### src/rtl/if_stage_pkg.sv
// Shared types and widths for the instruction-fetch stage.
//   PC_WIDTH / INSTR_WIDTH     : fetch address and instruction widths
//   ID_TO_IF_BUS_WIDTH         : {branch_taken, branch_target, branch_taken_cancel}
//   IF_TO_ID_BUS_WIDTH         : {pc, inst}
//   if_state_e                 : fetch FSM encodings (REQ=0, WAIT=1, HOLD=2)
package if_stage_pkg;

  localparam int unsigned PC_WIDTH           = 32;
  localparam int unsigned INSTR_WIDTH        = 32;
  localparam int unsigned ID_TO_IF_BUS_WIDTH = PC_WIDTH + 2;
  localparam int unsigned IF_TO_ID_BUS_WIDTH = PC_WIDTH + INSTR_WIDTH;

  localparam logic [PC_WIDTH-1:0] RESET_PC_DEFAULT = 32'h8000_0000;

  typedef enum logic [1:0] {
    IF_REQ  = 2'd0,
    IF_WAIT = 2'd1,
    IF_HOLD = 2'd2
  } if_state_e;

  typedef struct packed {
    logic [PC_WIDTH-1:0]    pc;
    logic [INSTR_WIDTH-1:0] inst;
  } if_to_id_t;

  typedef struct packed {
    logic                branch_taken;
    logic [PC_WIDTH-1:0] branch_target;
    logic                branch_taken_cancel;
  } id_to_if_t;

  // Instruction memory is word addressed; the two low address bits are always zero.
  function automatic logic [PC_WIDTH-1:0] word_align(input logic [PC_WIDTH-1:0] a);
    return {a[PC_WIDTH-1:2], 2'b00};
  endfunction

endpackage

### src/rtl/if_stage_if.sv
// Bundle of the IF stage's two neighbours: the IF->ID handshake with the
// redirect bus coming back from ID, and the SRAM-like instruction port.
//   master : the fetch stage side
//   slave  : the ID stage / instruction memory side
interface if_stage_if;
  import if_stage_pkg::*;

  // IF <-> ID
  logic                          id_allow_in;
  logic                          if_to_id_valid;
  logic [IF_TO_ID_BUS_WIDTH-1:0] if_to_id_bus;
  logic [ID_TO_IF_BUS_WIDTH-1:0] id_to_if_bus;

  // IF <-> instruction memory
  logic                          inst_req;
  logic [PC_WIDTH-1:0]           inst_addr;
  logic                          inst_addr_ok;
  logic [INSTR_WIDTH-1:0]        inst_rdata;
  logic                          inst_data_ok;

  modport master (
    input  id_allow_in, id_to_if_bus, inst_addr_ok, inst_rdata, inst_data_ok,
    output if_to_id_valid, if_to_id_bus, inst_req, inst_addr
  );

  modport slave (
    output id_allow_in, id_to_if_bus, inst_addr_ok, inst_rdata, inst_data_ok,
    input  if_to_id_valid, if_to_id_bus, inst_req, inst_addr
  );

endinterface

### src/rtl/if_stage.sv
// Instruction-fetch stage: owns the fetch PC, issues one request at a time to
// the instruction memory, buffers the returned word and offers {pc, inst} to ID.
// A redirect from ID (branch_taken_cancel) replaces the fetch PC and causes any
// response already in flight to be dropped.
// Ports:
//   clk, rst_n : clock, asynchronous active-low reset
//   bus        : if_stage_if.master (ID handshake, redirect bus, instruction port)
module if_stage
  import if_stage_pkg::*;
#(
  parameter logic [PC_WIDTH-1:0] RESET_PC = RESET_PC_DEFAULT
) (
  input  logic       clk,
  input  logic       rst_n,
  if_stage_if.master bus
);

  if_state_e              state_q, state_d;
  logic [PC_WIDTH-1:0]    fetch_pc_q, fetch_pc_d;
  logic [INSTR_WIDTH-1:0] inst_buf_q, inst_buf_d;
  logic                   discard_q, discard_d;
  logic                   req_q, req_d;
  logic                   valid_q, valid_d;

  id_to_if_t              id_c;
  if_to_id_t              out_c;
  logic                   redirect_c;
  logic                   accept_c;
  logic                   unused_branch_taken;

  assign id_c       = bus.id_to_if_bus;
  assign redirect_c = id_c.branch_taken_cancel;
  // Only ID's committed cancel matters; a bare branch_taken is informational.
  assign unused_branch_taken = id_c.branch_taken;
  // Gate on the request actually being driven, which covers the first cycle
  // after reset where the FSM sits in REQ but inst_req is still low.
  assign accept_c   = req_q & bus.inst_addr_ok;

  // State, PC, buffer and registered outputs.
  always_ff @(posedge clk or negedge rst_n) begin
    if (!rst_n) begin
      state_q    <= IF_REQ;
      fetch_pc_q <= RESET_PC;
      inst_buf_q <= '0;
      discard_q  <= 1'b0;
      req_q      <= 1'b0;
      valid_q    <= 1'b0;
    end else begin
      state_q    <= state_d;
      fetch_pc_q <= fetch_pc_d;
      inst_buf_q <= inst_buf_d;
      discard_q  <= discard_d;
      req_q      <= req_d;
      valid_q    <= valid_d;
    end
  end

  // Next-state, redirect handling and next output values.
  always_comb begin
    state_d    = state_q;
    fetch_pc_d = fetch_pc_q;
    inst_buf_d = inst_buf_q;
    discard_d  = discard_q;
    req_d      = 1'b0;
    valid_d    = 1'b0;

    case (state_q)
      IF_REQ: begin
        // Address may change before acceptance; once accepted under a
        // redirect, the response belongs to the old PC and must be dropped.
        if (redirect_c) begin
          fetch_pc_d = id_c.branch_target;
        end
        if (accept_c) begin
          state_d = IF_WAIT;
          if (redirect_c) begin
            discard_d = 1'b1;
          end
        end
      end

      IF_WAIT: begin
        if (bus.inst_data_ok) begin
          if (redirect_c) begin
            fetch_pc_d = id_c.branch_target;
            discard_d  = 1'b0;
            state_d    = IF_REQ;
          end else if (discard_q) begin
            discard_d  = 1'b0;
            state_d    = IF_REQ;
          end else begin
            inst_buf_d = bus.inst_rdata;
            state_d    = IF_HOLD;
          end
        end else if (redirect_c) begin
          fetch_pc_d = id_c.branch_target;
          discard_d  = 1'b1;
        end
      end

      IF_HOLD: begin
        // Redirect beats a handover in the same cycle.
        if (redirect_c) begin
          fetch_pc_d = id_c.branch_target;
          state_d    = IF_REQ;
        end else if (bus.id_allow_in) begin
          fetch_pc_d = fetch_pc_q + PC_WIDTH'(4);
          state_d    = IF_REQ;
        end
      end

      default: begin
        state_d = IF_REQ;
      end
    endcase

    req_d   = (state_d == IF_REQ);
    valid_d = (state_d == IF_HOLD);
  end

  // Output bus is driven straight from registers, so it is stable in HOLD.
  assign out_c.pc   = fetch_pc_q;
  assign out_c.inst = inst_buf_q;

  assign bus.if_to_id_valid = valid_q;
  assign bus.if_to_id_bus   = out_c;
  assign bus.inst_req       = req_q;
  assign bus.inst_addr      = word_align(fetch_pc_q);

endmodule

### src/flat_wrapper.sv
// flat-port wrapper written by rule: the top's interface ports become plain ports
module if_stage_flat import if_stage_pkg::*;
#(
  parameter logic [PC_WIDTH-1:0] RESET_PC = RESET_PC_DEFAULT
)
  (clk, rst_n, bus_id_allow_in, bus_id_to_if_bus, bus_inst_addr_ok, bus_inst_rdata, bus_inst_data_ok, bus_if_to_id_valid, bus_if_to_id_bus, bus_inst_req, bus_inst_addr);
  if_stage_if bus_i ();
  input  logic clk;
  input  logic rst_n;
  input wire logic [$bits(bus_i.id_allow_in)-1:0] bus_id_allow_in;
  input wire logic [$bits(bus_i.id_to_if_bus)-1:0] bus_id_to_if_bus;
  input wire logic [$bits(bus_i.inst_addr_ok)-1:0] bus_inst_addr_ok;
  input wire logic [$bits(bus_i.inst_rdata)-1:0] bus_inst_rdata;
  input wire logic [$bits(bus_i.inst_data_ok)-1:0] bus_inst_data_ok;
  output wire logic [$bits(bus_i.if_to_id_valid)-1:0] bus_if_to_id_valid;
  output wire logic [$bits(bus_i.if_to_id_bus)-1:0] bus_if_to_id_bus;
  output wire logic [$bits(bus_i.inst_req)-1:0] bus_inst_req;
  output wire logic [$bits(bus_i.inst_addr)-1:0] bus_inst_addr;
  assign bus_i.id_allow_in = bus_id_allow_in;
  assign bus_i.id_to_if_bus = bus_id_to_if_bus;
  assign bus_i.inst_addr_ok = bus_inst_addr_ok;
  assign bus_i.inst_rdata = bus_inst_rdata;
  assign bus_i.inst_data_ok = bus_inst_data_ok;
  assign bus_if_to_id_valid = bus_i.if_to_id_valid;
  assign bus_if_to_id_bus = bus_i.if_to_id_bus;
  assign bus_inst_req = bus_i.inst_req;
  assign bus_inst_addr = bus_i.inst_addr;
  if_stage #(.RESET_PC(RESET_PC)) u_core (.clk(clk), .rst_n(rst_n), .bus(bus_i));
endmodule
### config.mk
export PLATFORM = sky130hd
export DESIGN_NAME = if_stage_flat
export DESIGN_NICKNAME = d
export VERILOG_FILES = /design/src/rtl/if_stage_pkg.sv /design/src/rtl/if_stage_if.sv /design/src/rtl/if_stage.sv /design/src/flat_wrapper.sv
export SDC_FILE = /design/constraint.sdc
export NUM_CORES = 1
export LEC_CHECK = 0
export CORE_MARGIN = 10
export CORE_UTILIZATION = 42
export CTS_CLUSTER_SIZE = 28
export DETAILED_ROUTE_END_ITERATION = 10
export PLACE_DENSITY = 0.82
export SETUP_SLACK_MARGIN = 0.05
export SLEW_MARGIN = 20
export SYNTH_ARGS = -nofsm -noshare
export SYNTH_HDL_FRONTEND = slang
export SYNTH_SLANG_ARGS = --single-unit
### constraint.sdc
create_clock -name clk -period 2.34 [get_ports clk]
set_input_delay 0.468 -clock clk [delete_from_list [all_inputs] [get_ports clk]]
set_output_delay 0.468 -clock clk [all_outputs]
set_load 0.01 [all_outputs]
* Word level (Yosys, flattened, before mapping)
Cells that the tools add are included.
Word-level totals: input port bits 71, register bits after elaboration 69
Operators by class: bitwise logic cells 3, mux-type cells 15, equal/unequal tests 6, $add $sub $neg 1, reduce and logical (&&, ||, !) cells 8
Operators with widths (count):
- 32-bit 2-to-1 mux | 3
- 32-bit case mux with 2 select lines | 1
- 32-bit by 3-bit adder with 32-bit output (second input constant) | 1
- 2-bit 2-to-1 mux | 6
- 2-bit case mux with 3 select lines | 1
- 2-bit == test (second input constant) | 2
- 2-bit zero test | 2
- 2-bit by 1-bit != test with 1-bit output (second input constant) | 2
- 4-bit AND reduction | 1
- 2-bit nonzero test | 2
- 1-bit 2-to-1 mux | 3
- 3-bit != test (second input constant) | 1
- 3-bit AND reduction | 1
- 2-bit by 1-bit == test with 1-bit output (second input constant) | 1
- 1-bit NOT | 2
- 1-bit case mux with 2 select lines | 1
- 2-bit AND reduction | 1
- 2-bit OR reduction | 1
- 1-bit AND | 1

* Depth between registers and ports, before layout
word-level depth 5, mapped depth 7, mapped depth without buffers 6

* Worst setup path before layout
OpenSTA, ideal clock, no wires.
path type register to register, start point reg u_core.fetch_pc_q[2], end point reg u_core.fetch_pc_q[30], data required time 2.269 ns, data arrival time 1.779 ns, cell stages (with the launch flop) 7, library setup time 0.071 ns, setup slack 0.490 ns, period minus slack after synthesis 1.850 ns, cell sequence dfrtp_1 ha_1 nand3_1 nor3_2 nand3_1 or4_1 nand4_1
On the way: word-level cells in the longest chain between the ends 4
Ends and longest elaborated chain:
- start: declaration | line if_stage.sv:19 | logic [PC_WIDTH-1:0] fetch_pc_q, fetch_pc_d;
- start signal: assignment | line if_stage.sv:50 | fetch_pc_q <= fetch_pc_d;
- 32-bit by 3-bit adder with 32-bit output | line if_stage.sv:107 | fetch_pc_d = fetch_pc_q + PC_WIDTH'(4);
- 32-bit 2-to-1 mux | line if_stage.sv:106 | end else if (bus.id_allow_in) begin
- 32-bit 2-to-1 mux | line if_stage.sv:103 | if (redirect_c) begin
- 32-bit case mux with 2 select lines | line if_stage.sv:67 | case (state_q)
No other way between the ends. The select of a mux whose other input is x is not followed. A chain may end at the register's enable or synchronous reset.

* Final worst setup path
start point reg u_core.fetch_pc_q[13], end point reg u_core.fetch_pc_q[24]
The elaborated chain is that of the path after synthesis.

==> flow_summary_export.csv <==
group,metric,value,unit
synth,avgSynthCellArea,10.05,sq um
pwr,swShare,0.3365,
clock_tree,clockRootBuffer,"clkbuf_8",
min_path,hp-class,"input pin to async pin",
pwr,p_int,3230,uW
finish,drive_above_1_share,0.09393,
setup_path,crit_path_end_kind,"flop",
die,rows,33,
clock_tree,postCtsHoldBufs,0,
detailed_routing,routedWlPerCell,19.20,um
die,dieArea,12820,sq um
clock_tree,cts.sinks,69,
clock_tree,cts.clk_slew.worst_paths,80,ps
finish,antenna-diode-count,0,
setup_path,cp.arrival,2160,ps
finish,area_growth,49.26,%
die,ios,169,
detailed_routing,met2_length,5.212,mm
global_routing,grt_max_degree,35,
sta,slew_viol_final,0,
sta,setup-tns-final,0,ps
global_routing,grt_pass1_wl,19.06,mm
synth,ys_dominant_reg_cell,"dfrtp_1",
detailed_routing,routed.top_layer,"met4",
die,die_w,113.2,um
detailed_routing,route.met3.wl,1.299,mm
detailed_routing,drc,0,
setup_path,crit_path_start_kind,"flop",
setup_path,crit_required,2550,ps
pwr,seqPwrFrac,0.399,
detailed_routing,first_iter_violations,233,
global_routing,grt_overflow,0,
synth,synth_area,3650,sq um
detailed_routing,vias,3372,
setup_path,cp_slowest_cell,"dfrtp_1",
clock_tree,clock_latency,340,ps
synth,ys_types,51,
pwr,pwr-share-clk,0.177,
finish,seqCellArea,1728,sq um
detailed_routing,wl_met1,5.168,mm
pwr,p_per_area,893.7,nW/um^2
clock_tree,post_cts_buffers,0,
finish,fillCellCount,651,
placement,dp_worst_setup_slack,163.0,ps
placement,io_buffers,165,
setup_path,path_max_fanout,8,
global_routing,track_usage,0.1826,
synth,yosysWarnings,0,
clock_tree,ctsResizeCount,0,
detailed_routing,via_per_inst,5.474,
sta,finalSetupViolations,0,
global_routing,grt_pass1_vias,3579,
sta,hold_viol_final,0,
sta,slew_headroom,0.6123,
pwr,p_sw,1638,uW
die,start_util,0.4376,
setup_path,crit_chain,"nand4_1, nor3_2, and3_2, a21oi_1, or3_1",
sta,tightest_slew,581.5,ps
setup_path,slowest_delay,480,ps
synth,synthArstFlopShare,1.000,
outcome,status,"complete, no violations",
detailed_routing,drtAntennaViolNets,0,
global_routing,antenna_found_initial,0,
synth,yosysSeqAreaShare,0.4734,
setup_path,critical_path_class,"flop to flop",
detailed_routing,wl,11.83,mm
die,die_y,113.2,um
sta,finalCritPeriodShare,0.8325,
synth,ys_ff_latch,69,
placement,hpwl,9.284,mm
die,coreArea,8341,sq um
clock_tree,clockBufferDepth,2,
finish,multi_input_area,1597,sq um
clock_tree,htreeDepth,3,
pwr,p_comb_frac,0.424,
synth,synth_enable_flop_cells,0,
detailed_routing,first_pass_iters,4,
sta,rsz0062_at_grt,"no",
sta,finalClockSkew,9.009,ps
placement,gp_congestion,0.8519,
pwr,leakagePower,0.002223,uW
pwr,peakVddDrop,355.9,uV
clock_tree,cts_tree,"yes",
sta,clock.fmax,0.5133,GHz
clock_tree,cts_buffers,9,
sta,fin_ws,391.9,ps
finish,fin_util,0.6532,
sta,min_period,1948,ps
finish,fin_nets,578,
synth,synthCells,363,
flow_run,cap_violations,0,
[sequential cells by signal (all words and copies together), names as in the netlist]
signal and flops:
u_core.bus.if_to_id_valid 1, u_core.bus.inst_req 1, u_core.discard_q 1, u_core.fetch_pc_q 32, u_core.inst_buf_q 32, u_core.state_q 2
[logic make-up after synthesis]
family,Yosys count,synth area share
AND/OR/NAND/NOR,128,0.1824
AO/OA/AOI/OAI,75,0.1354
flip-flops,69,0.4734
buffers and inverters,52,0.09119
multiplexers,37,0.1131
adder cells (fa/ha/maj),1,0.003428
other,1,0.001027
[worst max-delay path, delay by kind of cell, from the launching register on]
kind	cells	cell delay (ps)
flip-flops	1	480
AO/OA/AOI/OAI	1	80
AND/OR/NAND/NOR	4	1270
[metal layers]
metal | up-vias | GRT usage
li1 | 1585 | -
met1 | 1595 | 0.2347
met2 | 179 | 0.2753
met3 | 13 | 0.07079
met4 | 0 | 0.05922
met5 | - | 0
[layout by cell type, fill, tap and decap left out, types with 2 or more instances in the layout]
cell type / netlist / final
a211oi_1: 5 / 5
a21oi_1: 22 / 21
a2bb2oi_1: 3 / 3
a311oi_1: 7 / 7
a31oi_1: 2 / 2
and2_1: 3 / 3
and3_1: 11 / 11
and4_1: 4 / 4
buf_12: 0 / 3
buf_4: 33 / 14
clkbuf_8: 0 / 9
clkdlybuf4s50_1: 0 / 164
clkinv_4: 0 / 2
clkinvlp_4: 0 / 3
conb_1: 1 / 2
dfrtp_1: 68 / 68
mux2_1: 29 / 29
mux2_2: 5 / 5
mux2i_1: 3 / 3
nand2_1: 30 / 30
nand3_1: 19 / 19
nand3b_1: 2 / 2
nand4_1: 7 / 7
nor2_1: 27 / 27
nor3_1: 9 / 9
nor3_2: 2 / 2
o21a_1: 4 / 4
o21ai_0: 9 / 9
o21ai_1: 5 / 5
o22a_1: 2 / 2
o22ai_1: 7 / 7
or3_1: 5 / 5
[power groups by stage]
| stage | combinational (uW) | clock, uW | sequential (uW) |
|---|---|---|---|
| 5_1_grt | 2230 | 949 | 2020 |
| 6_report | 2070 | 859 | 1940 |
| 2_1_floorplan | 741 | 0 | 2080 |
| 4_1_cts | 2110 | 888 | 1950 |
| 3_3_place_gp | 2060 | 0 | 1930 |
| 3_5_place_dp | 2100 | 0 | 1970 |
[final cells by class]
cell class / instances / area share
timing repair buffer: 182 / 0.3326
sequential: 69 / 0.3172
multi-input combinational: 243 / 0.2931
tap: 105 / 0.02412
clock buffer: 10 / 0.02343
clock inverter: 6 / 0.008957
inverter: 1 / 0.0006890
[cells in the mapped netlist, types with 6 or more instances]
library cell,instances,area share
o21ai_0,9,0.012
a311oi_1,7,0.017
nand3_1,19,0.026
nor3_1,9,0.012
nor2_1,27,0.028
o22ai_1,7,0.012
clkbuf_1,6,0.0062
and3_1,11,0.019
buf_2,11,0.015
buf_4,33,0.068
dfrtp_1,68,0.47
mux2_1,29,0.089
a21oi_1,22,0.030
nand2_1,30,0.031
nand4_1,7,0.012
[stage by stage]
stage	area, sq um	instances	power (uW)	hold WS [ps]
6_report	5448	616	4868	117.5
5_1_grt	5448	616	5197	142.8
4_1_cts	5448	616	4942	121.4
3_5_place_dp	5271	600	4071	469.9
3_3_place_gp	5271	600	3994	467.9
2_1_floorplan	3654	364	2822	172.4
[final timing paths]
check,slack (ps),to,from,cells after the start
worst max register to register,390,u_core.fetch_pc_q[24],u_core.fetch_pc_q[13],5
min in group clk,490,u_core.fetch_pc_q[1],u_core.fetch_pc_q[1],2
worst min-delay path,120,u_core.inst_buf_q[20],rst_n,1
worst min register to register,490,u_core.fetch_pc_q[1],u_core.fetch_pc_q[1],2
max in group asynchronous,1470,u_core.fetch_pc_q[26],rst_n,2
worst max-delay path,390,u_core.fetch_pc_q[24],u_core.fetch_pc_q[13],5
(Power assumes the default switching activity.)
